File: src/rtl/wb_arbiter.sv
// wb_arbiter: shares the single register-file write port between the ALU and
// LSU execution pipes. ALU wins by default. The winner is registered onto the
// write port one cycle after acceptance, and every accepted result produces
// exactly one retire pulse.
//
// Optional feature macro: WB_STARVE_GUARD_EN
//   defined   - a 4-bit starvation counter forces an LSU grant after
//               STARVE_LIMIT consecutive ALU grants while LSU is pending.
//   undefined - strict ALU priority; STARVE_LIMIT is ignored.

module wb_arbiter #(
  parameter int REG_WIDTH    = 5,
  parameter int DATA_WIDTH   = 32,
  parameter int STARVE_LIMIT = 4
) (
  input  logic                  clk,
  input  logic                  rst_n,
  input  logic                  alu_valid,
  output logic                  alu_ready,
  input  logic                  alu_reg_wr,
  input  logic [REG_WIDTH-1:0]  alu_rd,
  input  logic [DATA_WIDTH-1:0] alu_data,
  input  logic                  lsu_valid,
  output logic                  lsu_ready,
  input  logic                  lsu_reg_wr,
  input  logic [REG_WIDTH-1:0]  lsu_rd,
  input  logic [DATA_WIDTH-1:0] lsu_data,
  output logic                  wb_wr_en,
  output logic [REG_WIDTH-1:0]  wb_rd,
  output logic [DATA_WIDTH-1:0] wb_data,
  output logic                  retire_valid,
  output logic                  retire_src
);

  // High when the LSU must win regardless of alu_valid.
  logic force_lsu;

  // Multiplexed payload of whichever source is granted.
  logic                  sel_reg_wr;
  logic [REG_WIDTH-1:0]  sel_rd;
  logic [DATA_WIDTH-1:0] sel_data;

`ifdef WB_STARVE_GUARD_EN
  localparam logic [3:0] LIMIT = 4'(STARVE_LIMIT);

  // Consecutive ALU grants taken while an LSU result was waiting.
  logic [3:0] starve_cnt;

  // Saturation is implicit: reaching LIMIT with LSU pending forces an LSU
  // grant, which clears the counter on the next edge.
  assign force_lsu = lsu_valid && (starve_cnt >= LIMIT);

  // Starvation counter: count ALU wins over a pending LSU, clear otherwise.
  always_ff @(posedge clk) begin
    // NOTE: sequential state uses non-blocking assignments so every register
    // samples pre-edge values regardless of statement order.
    if (!rst_n) begin
      starve_cnt <= '0;
    end else if (lsu_ready || !lsu_valid) begin
      starve_cnt <= '0;
    end else if (alu_ready && starve_cnt < LIMIT) begin
      starve_cnt <= starve_cnt + 4'd1;
    end
  end
`else
  assign force_lsu = 1'b0;
`endif

  // Grant selection: ALU first, LSU when ALU idle or when the guard forces it.
  always_comb begin
    // NOTE: every output of this block gets a default first so no path leaves
    // a signal unassigned, which would otherwise infer a latch.
    alu_ready = 1'b0;
    lsu_ready = 1'b0;
    if (rst_n) begin
      if (lsu_valid && (!alu_valid || force_lsu)) begin
        lsu_ready = 1'b1;
      end else if (alu_valid) begin
        alu_ready = 1'b1;
      end
    end
  end

  // Payload mux driven by the grant.
  always_comb begin
    sel_reg_wr = alu_reg_wr;
    sel_rd     = alu_rd;
    sel_data   = alu_data;
    if (lsu_ready) begin
      sel_reg_wr = lsu_reg_wr;
      sel_rd     = lsu_rd;
      sel_data   = lsu_data;
    end
  end

  // Write-port and retire registers; rd/data hold on idle cycles.
  always_ff @(posedge clk) begin
    if (!rst_n) begin
      wb_wr_en     <= 1'b0;
      wb_rd        <= '0;
      wb_data      <= '0;
      retire_valid <= 1'b0;
      retire_src   <= 1'b0;
    end else if (alu_ready || lsu_ready) begin
      // x0 is hard-wired to zero, so writes to it are suppressed but the
      // transaction still retires.
      wb_wr_en     <= sel_reg_wr && (sel_rd != '0);
      wb_rd        <= sel_rd;
      wb_data      <= sel_data;
      retire_valid <= 1'b1;
      retire_src   <= lsu_ready;
    end else begin
      wb_wr_en     <= 1'b0;
      retire_valid <= 1'b0;
    end
  end

endmodule

File: config.mk
export PLATFORM = sky130hd
export DESIGN_NAME = wb_arbiter
export DESIGN_NICKNAME = d
export VERILOG_FILES = /design/src/rtl/wb_arbiter.sv
export SDC_FILE = /design/constraint.sdc
export NUM_CORES = 1
export LEC_CHECK = 0
export CORE_MARGIN = 1.5
export CORE_UTILIZATION = 55
export CTS_BUF_LIST = sky130_fd_sc_hd__clkbuf_4 sky130_fd_sc_hd__clkbuf_8
export DETAILED_ROUTE_END_ITERATION = 8
export DONT_BUFFER_PORTS = 1
export PLACE_DENSITY = 0.7
export SLEW_MARGIN = 20
export SYNTH_ARGS = -nofsm -noshare
export SYNTH_HDL_FRONTEND = slang
export SYNTH_SLANG_ARGS = --single-unit
File: constraint.sdc
create_clock -name clk -period 1.2 [get_ports clk]
set_input_delay 0.18 -clock clk [delete_from_list [all_inputs] [get_ports clk]]
set_output_delay 0.18 -clock clk [all_outputs]
set_load 0.05 [all_outputs]
-- Yosys cells after proc, flatten, opt, wreduce, memory -nomap -nowiden
Index checks and enable logic that the tools add are counted.
- reduce and logical (&&, ||, !) cells: 6
- mux-type cells: 9
- operator list (kind ; count):
    32-bit two-way mux ; 1
    1-bit two-way mux ; 7
    5-bit two-way mux ; 1
    5-bit nonzero test ; 1
    1-bit logical AND ; 2
    2-bit AND reduction ; 1
    1-bit zero test ; 1
    1-bit logical OR ; 1
- flip-flop bits (word level): 40
- input port bits: 80
- logic and storage cells: 20

-- Depth between registers and ports, before layout
Gate-level depths: netlist (run 1).
- depth in word-level cells: 7
- depth in mapped cells: 6
- depth with buffers taken out: 3

-- Worst setup path after synthesis (run 1)
OpenSTA, ideal clock, no wires.
- path kind: in2reg
- from: in alu_valid
- to: reg wb_wr_en
- path buffers: 1
- data arrival time: 1173 ps
- cell stages on the path: 4
- library setup time: 79 ps
- slack: -52 ps
- path through: buf_2 and3b_1 nor3_2 a211oi_2
- word-level cells in the longest chain between the ends: 7
- elaborated cells on any way between the ends: 13
- classes of those cells: 7 x mux; 6 x reduce/logical
- ends and longest elaborated chain (element ; RTL line ; text):
    start, declared ; 18 ; input logic alu_valid,
    1-bit zero test * ; 76 ; if (lsu_valid && (!alu_valid || force_lsu)) begin
    1-bit logical AND * ; 76 ;
    1-bit two-way mux * ; 76 ;
    1-bit two-way mux * ; 75 ; if (rst_n) begin
    named net lsu_ready ; 24 ; output logic lsu_ready,
    5-bit two-way mux ; 89 ; if (lsu_ready) begin
    5-bit nonzero test ; 107 ; wb_wr_en <= sel_reg_wr && (sel_rd != '0);
    1-bit logical AND ; 107 ;
    end signal, assigned ; 107 ;
    end, declared ; 28 ; output logic wb_wr_en,
The timed path passes the listed nets; every way through them passes the cells marked *.
A chain may end at the register's enable or synchronous reset.

-- Final worst setup path (run 1)
- from: reg wb_wr_en
- to: out wb_wr_en
No word-level cell between the ends.

==> results of run 1 <==
==> Yosys cell counts <==
library cell,number
o21a_1,1
buf_6,5
or4_1,1
buf_4,3
or4_4,1
and2_1,38
nand2_1,37
clkbuf_1,8
o21ai_0,37
and3b_1,1
nor2_1,2
nor3b_1,1
and4b_1,1
a211oi_2,1
nor3_2,1
a31oi_1,1
mux2i_1,37
dfxtp_1,40
buf_2,2
==> metal layers <==
metal  share of wire [%]  wire length [um]  GRT usage [%]  up-vias
li1                    -                 -              -      792
met1                  40              1710           22.0      731
met2                  53              2280           40.6       65
met3                 7.0               304           6.85        4
met4                0.85                37           6.94        0
met5                   0                 0              0        -
==> cells by family (layout without fill, tap and decap cells) <==
logic type | after synthesis | in the layout | share of synthesized area (%)
AOI/OAI and AO/OA | 40 | 40 | 10.9
DFF | 40 | 40 | 41.3
and+or+nand+nor | 83 | 83 | 22.6
muxes | 37 | 37 | 19.1
buffers and inverters | 18 | 50 | 6.12
==> sequential cells by signal (all words and copies together) (netlist names) <==
signal	count
retire_valid	1
wb_data	32
wb_rd	5
retire_src	1
wb_wr_en	1
==> area by class of cell <==
type / count / area, sq um / area share, %
clock buffer: 8 / 66.3 / 2.91
multi-input combinational: 160 / 1020 / 44.8
timing repair buffer: 42 / 333 / 14.6
sequential: 40 / 802 / 35.2
tap: 46 / 57.6 / 2.52
==> where the power goes <==
| group | switching (mW) | total [mW] | internal, mW |
|---|---|---|---|
| clock | 0.408 | 0.743 | 0.335 |
| sequential | 0.0615 | 1.48 | 1.42 |
| combinational | 0.428 | 0.686 | 0.258 |
| total | 0.897 | 2.91 | 2.01 |
==> metrics by stage <==
stage | std cells | setup WS [ps] | hold WS (ps)
final | 296 | 41.7 | 55.8
after global routing | 296 | 3.84 | 42.1
after CTS | 294 | 20.7 | -69.6
after detailed placement | 285 | 128 | 265
after global placement | 285 | 192 | 264
after floorplan | 218 | 1.43 | 396
==> what timing repair did <==
| action | in CTS | in global routing |
|---|---|---|
| hold endpoints to repair | 39 | 39 |
| resized for setup | 0 | 1 |
| hold buffers | 1 | 2 |
| endpoints found under the setup margin | 0 | 1 |
==> worst paths after layout <==
check / startpoint / end / cells after the start
worst min-delay path: alu_data[2] / wb_data[2] / 3
worst min register to register: retire_src / retire_src / 2
worst max register to register: wb_data[20] / wb_data[20] / 3
worst max-delay path: wb_wr_en / wb_wr_en / 0
==> impl_metrics.toml, run 1 <==
[status]
outcome = "complete, no violations"

[synthesis]
syn_nets = 298
synth_cells = 218
synth_top_area_share_pct = 41.3
synth_area_sq_um = 1940
syn_area_per_cell_sq_um = 8.90
yosys.cell_types.count = 19
ys_seq_area_share_pct = 41.3
yosys_warnings = 0
yosys.area.top_type = "dfxtp_1"
synthTopCellsByArea = "dfxtp_1, mux2i_1, and2_1, o21ai_0, nand2_1"
ys_ff_latch = 40

[die]
num_rows = 21
fp.dieW_um = 62.4
die_area_sq_um = 3890
die_h_um = 62.4
io_pins = 122
core_area_sq_um = 3360
start_util_pct = 57.7

[finish]
layout.nets = 329
area_growth_pct = 17.5
layout_common_cells = "buf_4, dfxtp_1, and2_1"
stdcell_area_sq_um = 2280
fillCellCount = 298
postLayoutCoreUtil_pct = 67.8
antennaDiodeCount = 0
drive_gt1_share_pct = 21.2

[clocking]
post_cts_buffers = 0
numCtsBuffers = 5
cts_buffer_depth = 2
clk_pin_slew_ps = 110
insertion_delay_ps = 340
cts.sinks = 40
cts_tree = "done"
root_buffer = "clkbuf_4"
htreeDepth = 2

[sta]
fin_crit_ps = 1160
clock_skew_ps = 0
slew-limit-headroom_pct = 67.5
setup_viol = 0
rsz0062_at_grt = "false"
fmax_mhz = 863
worst_pin_slew_ps = 487
drv_slew = 0
finalSetupTns_ps = 0
fin_crit_sh_pct = 96.5
finalHoldViolations = 0

[route]
drt_iter0_markers = 36
vias = 1592
ant_nets = 0
firstDrtPassIters = 2
drt-total-wl_mm = 4.33
routedWlPerCell_um = 14.6
vias_per_cell = 5.38
drc = 0

[setup_path]
crit_fanout = 1
critPathKind = "flop to output pin"
cp.arrival_ps = 980
rrSetupSlack_ps = 320
end_kind = "output pin"
required_ps = 1020
cp-start-kind = "flop"

[global_routing]
grt_max_degree = 80
antenna_found_initial = 0
grt_pass1_wl_mm = 6.69
grt_pass1_vias = 1533
grt_use_total_pct = 21.4
grt-ovfl-total = 0

[power]
p_total_mw = 2.91
vdd_drop_max_mv = 0.957
p_leak_nw = 1.07
power_density_nw_per_um2 = 1270

[run]
cap_viol_max_count = 0

[placement]
io_buffers = 0
post_dp_cell_area_sq_um = 2170
globalplace.congestion = 0.672
dp_hpwl_mm = 2.99

[worst_hold_path]
hold_class = "input pin to flop"
No activity file was read; power rests on OpenSTA's default activity.
==> run 2, diff against run 1 <==
--- a/config.mk
+++ b/config.mk
@@ -5,6 +5,7 @@
 export SDC_FILE = /design/constraint.sdc
 export NUM_CORES = 1
 export LEC_CHECK = 0
+export ABC_AREA = 1
 export CORE_MARGIN = 1.5
 export CORE_UTILIZATION = 55
 export CTS_BUF_LIST = sky130_fd_sc_hd__clkbuf_4 sky130_fd_sc_hd__clkbuf_8
==> run 2 against run 1 <==
Compared with the run above: clock skew did not move; synthesized cell count rose by 7.3%; final area fell by 5.8%; register-to-register slack improved by 110 ps; via count rose by 9.8%; count of clock-buffer cells in the layout fell by 2; maximum frequency rose by 1.4%; setup slack improved by 16 ps; largest cell class is now sequential cells; largest power group unchanged.
==> impl_metrics.toml, run 2 <==
[status]
outcome = "complete, no violations"

[synthesis]
ys_seq_area_share_pct = 46.4
yosys.cell_types.count = 18
synth_top_area_share_pct = 46.4
yosys_warnings = 0
synth_most_common_cell = "nand2_1"
async_flop_share_pct = 0
ys_ff_latch = 40
syn_nets = 314
synthTopCellsByCount = "nand2_1, dfxtp_1, nor2_1"
synth_area_sq_um = 1730
synthFlopType = "dfxtp_1"
yosys.area.top_type = "dfxtp_1"
syn_area_per_cell_sq_um = 7.38
synth_cells = 234
synth_edf_count = 0
synthTopCellsByArea = "dfxtp_1, o22ai_1, nand2_1, a21oi_1, nor2_1"

[die]
die_area_sq_um = 3480
fp.dieW_um = 59.0
num_rows = 20
start_util_pct = 57.0
core_area_sq_um = 3030
io_pins = 122
die_h_um = 59.0

[route]
ant_nets = 0
routedWlPerCell_um = 14.1
vias = 1748
drt-total-wl_mm = 4.51
vias_per_cell = 5.48
drc = 0
firstDrtPassIters = 5
drt_iter0_markers = 144

[sta]
slew-limit-headroom_pct = 68.3
clock_skew_ps = 0
rsz0062_at_grt = "false"
fmax_mhz = 876
setup_viol = 0
fin_crit_ps = 1140
worst_pin_slew_ps = 475
finalSetupTns_ps = 0
fin_hold_ws_ps = 14.3
drv_slew = 0
fin_crit_sh_pct = 95.2
finalHoldViolations = 0

[setup_path]
end_kind = "output pin"
r2r_start = "retire_src"
startpoint = "wb_wr_en"
required_ps = 1020
cp.arrival_ps = 960
critPathKind = "flop to output pin"
cp-start-kind = "flop"
crit_fanout = 1

[global_routing]
grt-ovfl-total = 0
grt_pass1_wl_mm = 6.71
antenna_found_initial = 0
grt_util_met3_pct = 6.11
top_usage_layer = "met2"
grt_pass1_vias = 1592
grt_use_total_pct = 25.7
grtUsageMet2_pct = 46.8
grt_use_met1_pct = 27.8
grt_max_degree = 33

[finish]
final-seq-area_sq_um = 801
antennaDiodeCount = 0
layout.nets = 355
largestRegisters = "wb_data (32), wb_rd (5)"
fillCellCount = 259
stdcell_area_sq_um = 2150
multi_input_comb_area_sq_um = 777
largest_reg_flops = 32
top_register = "wb_data"
layout_common_cells = "nand2_1, buf_4, dfxtp_1"
drive_gt1_share_pct = 21.8
mostFrequentLayoutCell = "nand2_1"
final_cells = 319
area_growth_pct = 24.5

[clocking]
root_buffer = "clkbuf_4"
cts_buffer_depth = 2
hold_buffers = 2
cts_resized = 0
post_cts_buffers = 0
insertion_delay_ps = 320
cts.sinks = 40
clk_pin_slew_ps = 110
numCtsBuffers = 5
htreeDepth = 2
cts_tree = "done"

[placement]
dp_hpwl_mm = 3.27
post_dp_cell_area_sq_um = 2060
placedCellCount = 308
io_buffers = 0
globalplace.congestion = 0.764

[power]
p_total_mw = 3.03
vdd_drop_max_mv = 0.920
power_density_nw_per_um2 = 1410
p_leak_nw = 0.949

[worst_hold_path]
hold_path.startpoint = "lsu_data[29]"
hold_class = "input pin to flop"

[run]
cap_viol_max_count = 0
[run 2: cell count changes after synthesis, sizes merged, moves of 11 or more]
cell / before / now
and2: 38 / 0
mux2i: 37 / 0
a21oi: 0 / 35
nor2: 2 / 37
o22ai: 0 / 32
o21ai: 37 / 10
inv: 0 / 11
nand2: 37 / 48
[run 2: through the flow]
step	setup WS [ps]	utilization, %
2_1_floorplan	155	-
3_3_place_gp	260	68.0
3_5_place_dp	208	68.0
4_1_cts	36.9	70.3
5_1_grt	15.3	71.0
6_report	57.9	71.0
[run 2: kinds of logic after synthesis]
kind of cell / count (synthesis) / synth area share (%)
and+or+nand+nor: 87 / 19.9
AOI/OAI and AO/OA: 78 / 25.1
buffers and inverters: 29 / 8.62
DFF: 40 / 46.4
[run 2: report_power, final]
part	internal (mW)	switching, mW
logic	0.265	0.620
registers	1.44	0.0774
clock network	0.239	0.389
[run 2: final timing paths]
kind                      end  slack (ps)  cells after the start
hold / removal    wb_data[29]          10                      2
hold reg to reg   wb_data[30]         480                      2
setup / recovery     wb_wr_en          60                      0
setup reg to reg   retire_src         430                      3
[run 2: layer usage]
layer / vias up / share of wire, %
met2: 105 / 51
met1: 768 / 40
li1: 871 / -
met4: 0 / 0.98
met5: - / 0
met3: 4 / 7.9
[run 2: area by class of cell]
cell class	count	share of cell area (%)
clock buffer	6	2.10
clock inverter	1	0.233
inverter	11	1.92
multi-input combinational	165	36.1
sequential	40	37.3
tap	44	2.56
timing repair buffer	52	19.8
==> run 3, diff against run 2 <==
--- a/config.mk
+++ b/config.mk
@@ -6,6 +6,7 @@
 export NUM_CORES = 1
 export LEC_CHECK = 0
 export ABC_AREA = 1
+export ABC_CLOCK_PERIOD_IN_PS = 1200
 export CORE_MARGIN = 1.5
 export CORE_UTILIZATION = 55
 export CTS_BUF_LIST = sky130_fd_sc_hd__clkbuf_4 sky130_fd_sc_hd__clkbuf_8
==> results of run 3 <==
No change in the layout: final DEF, timing and power equal those of run 2.
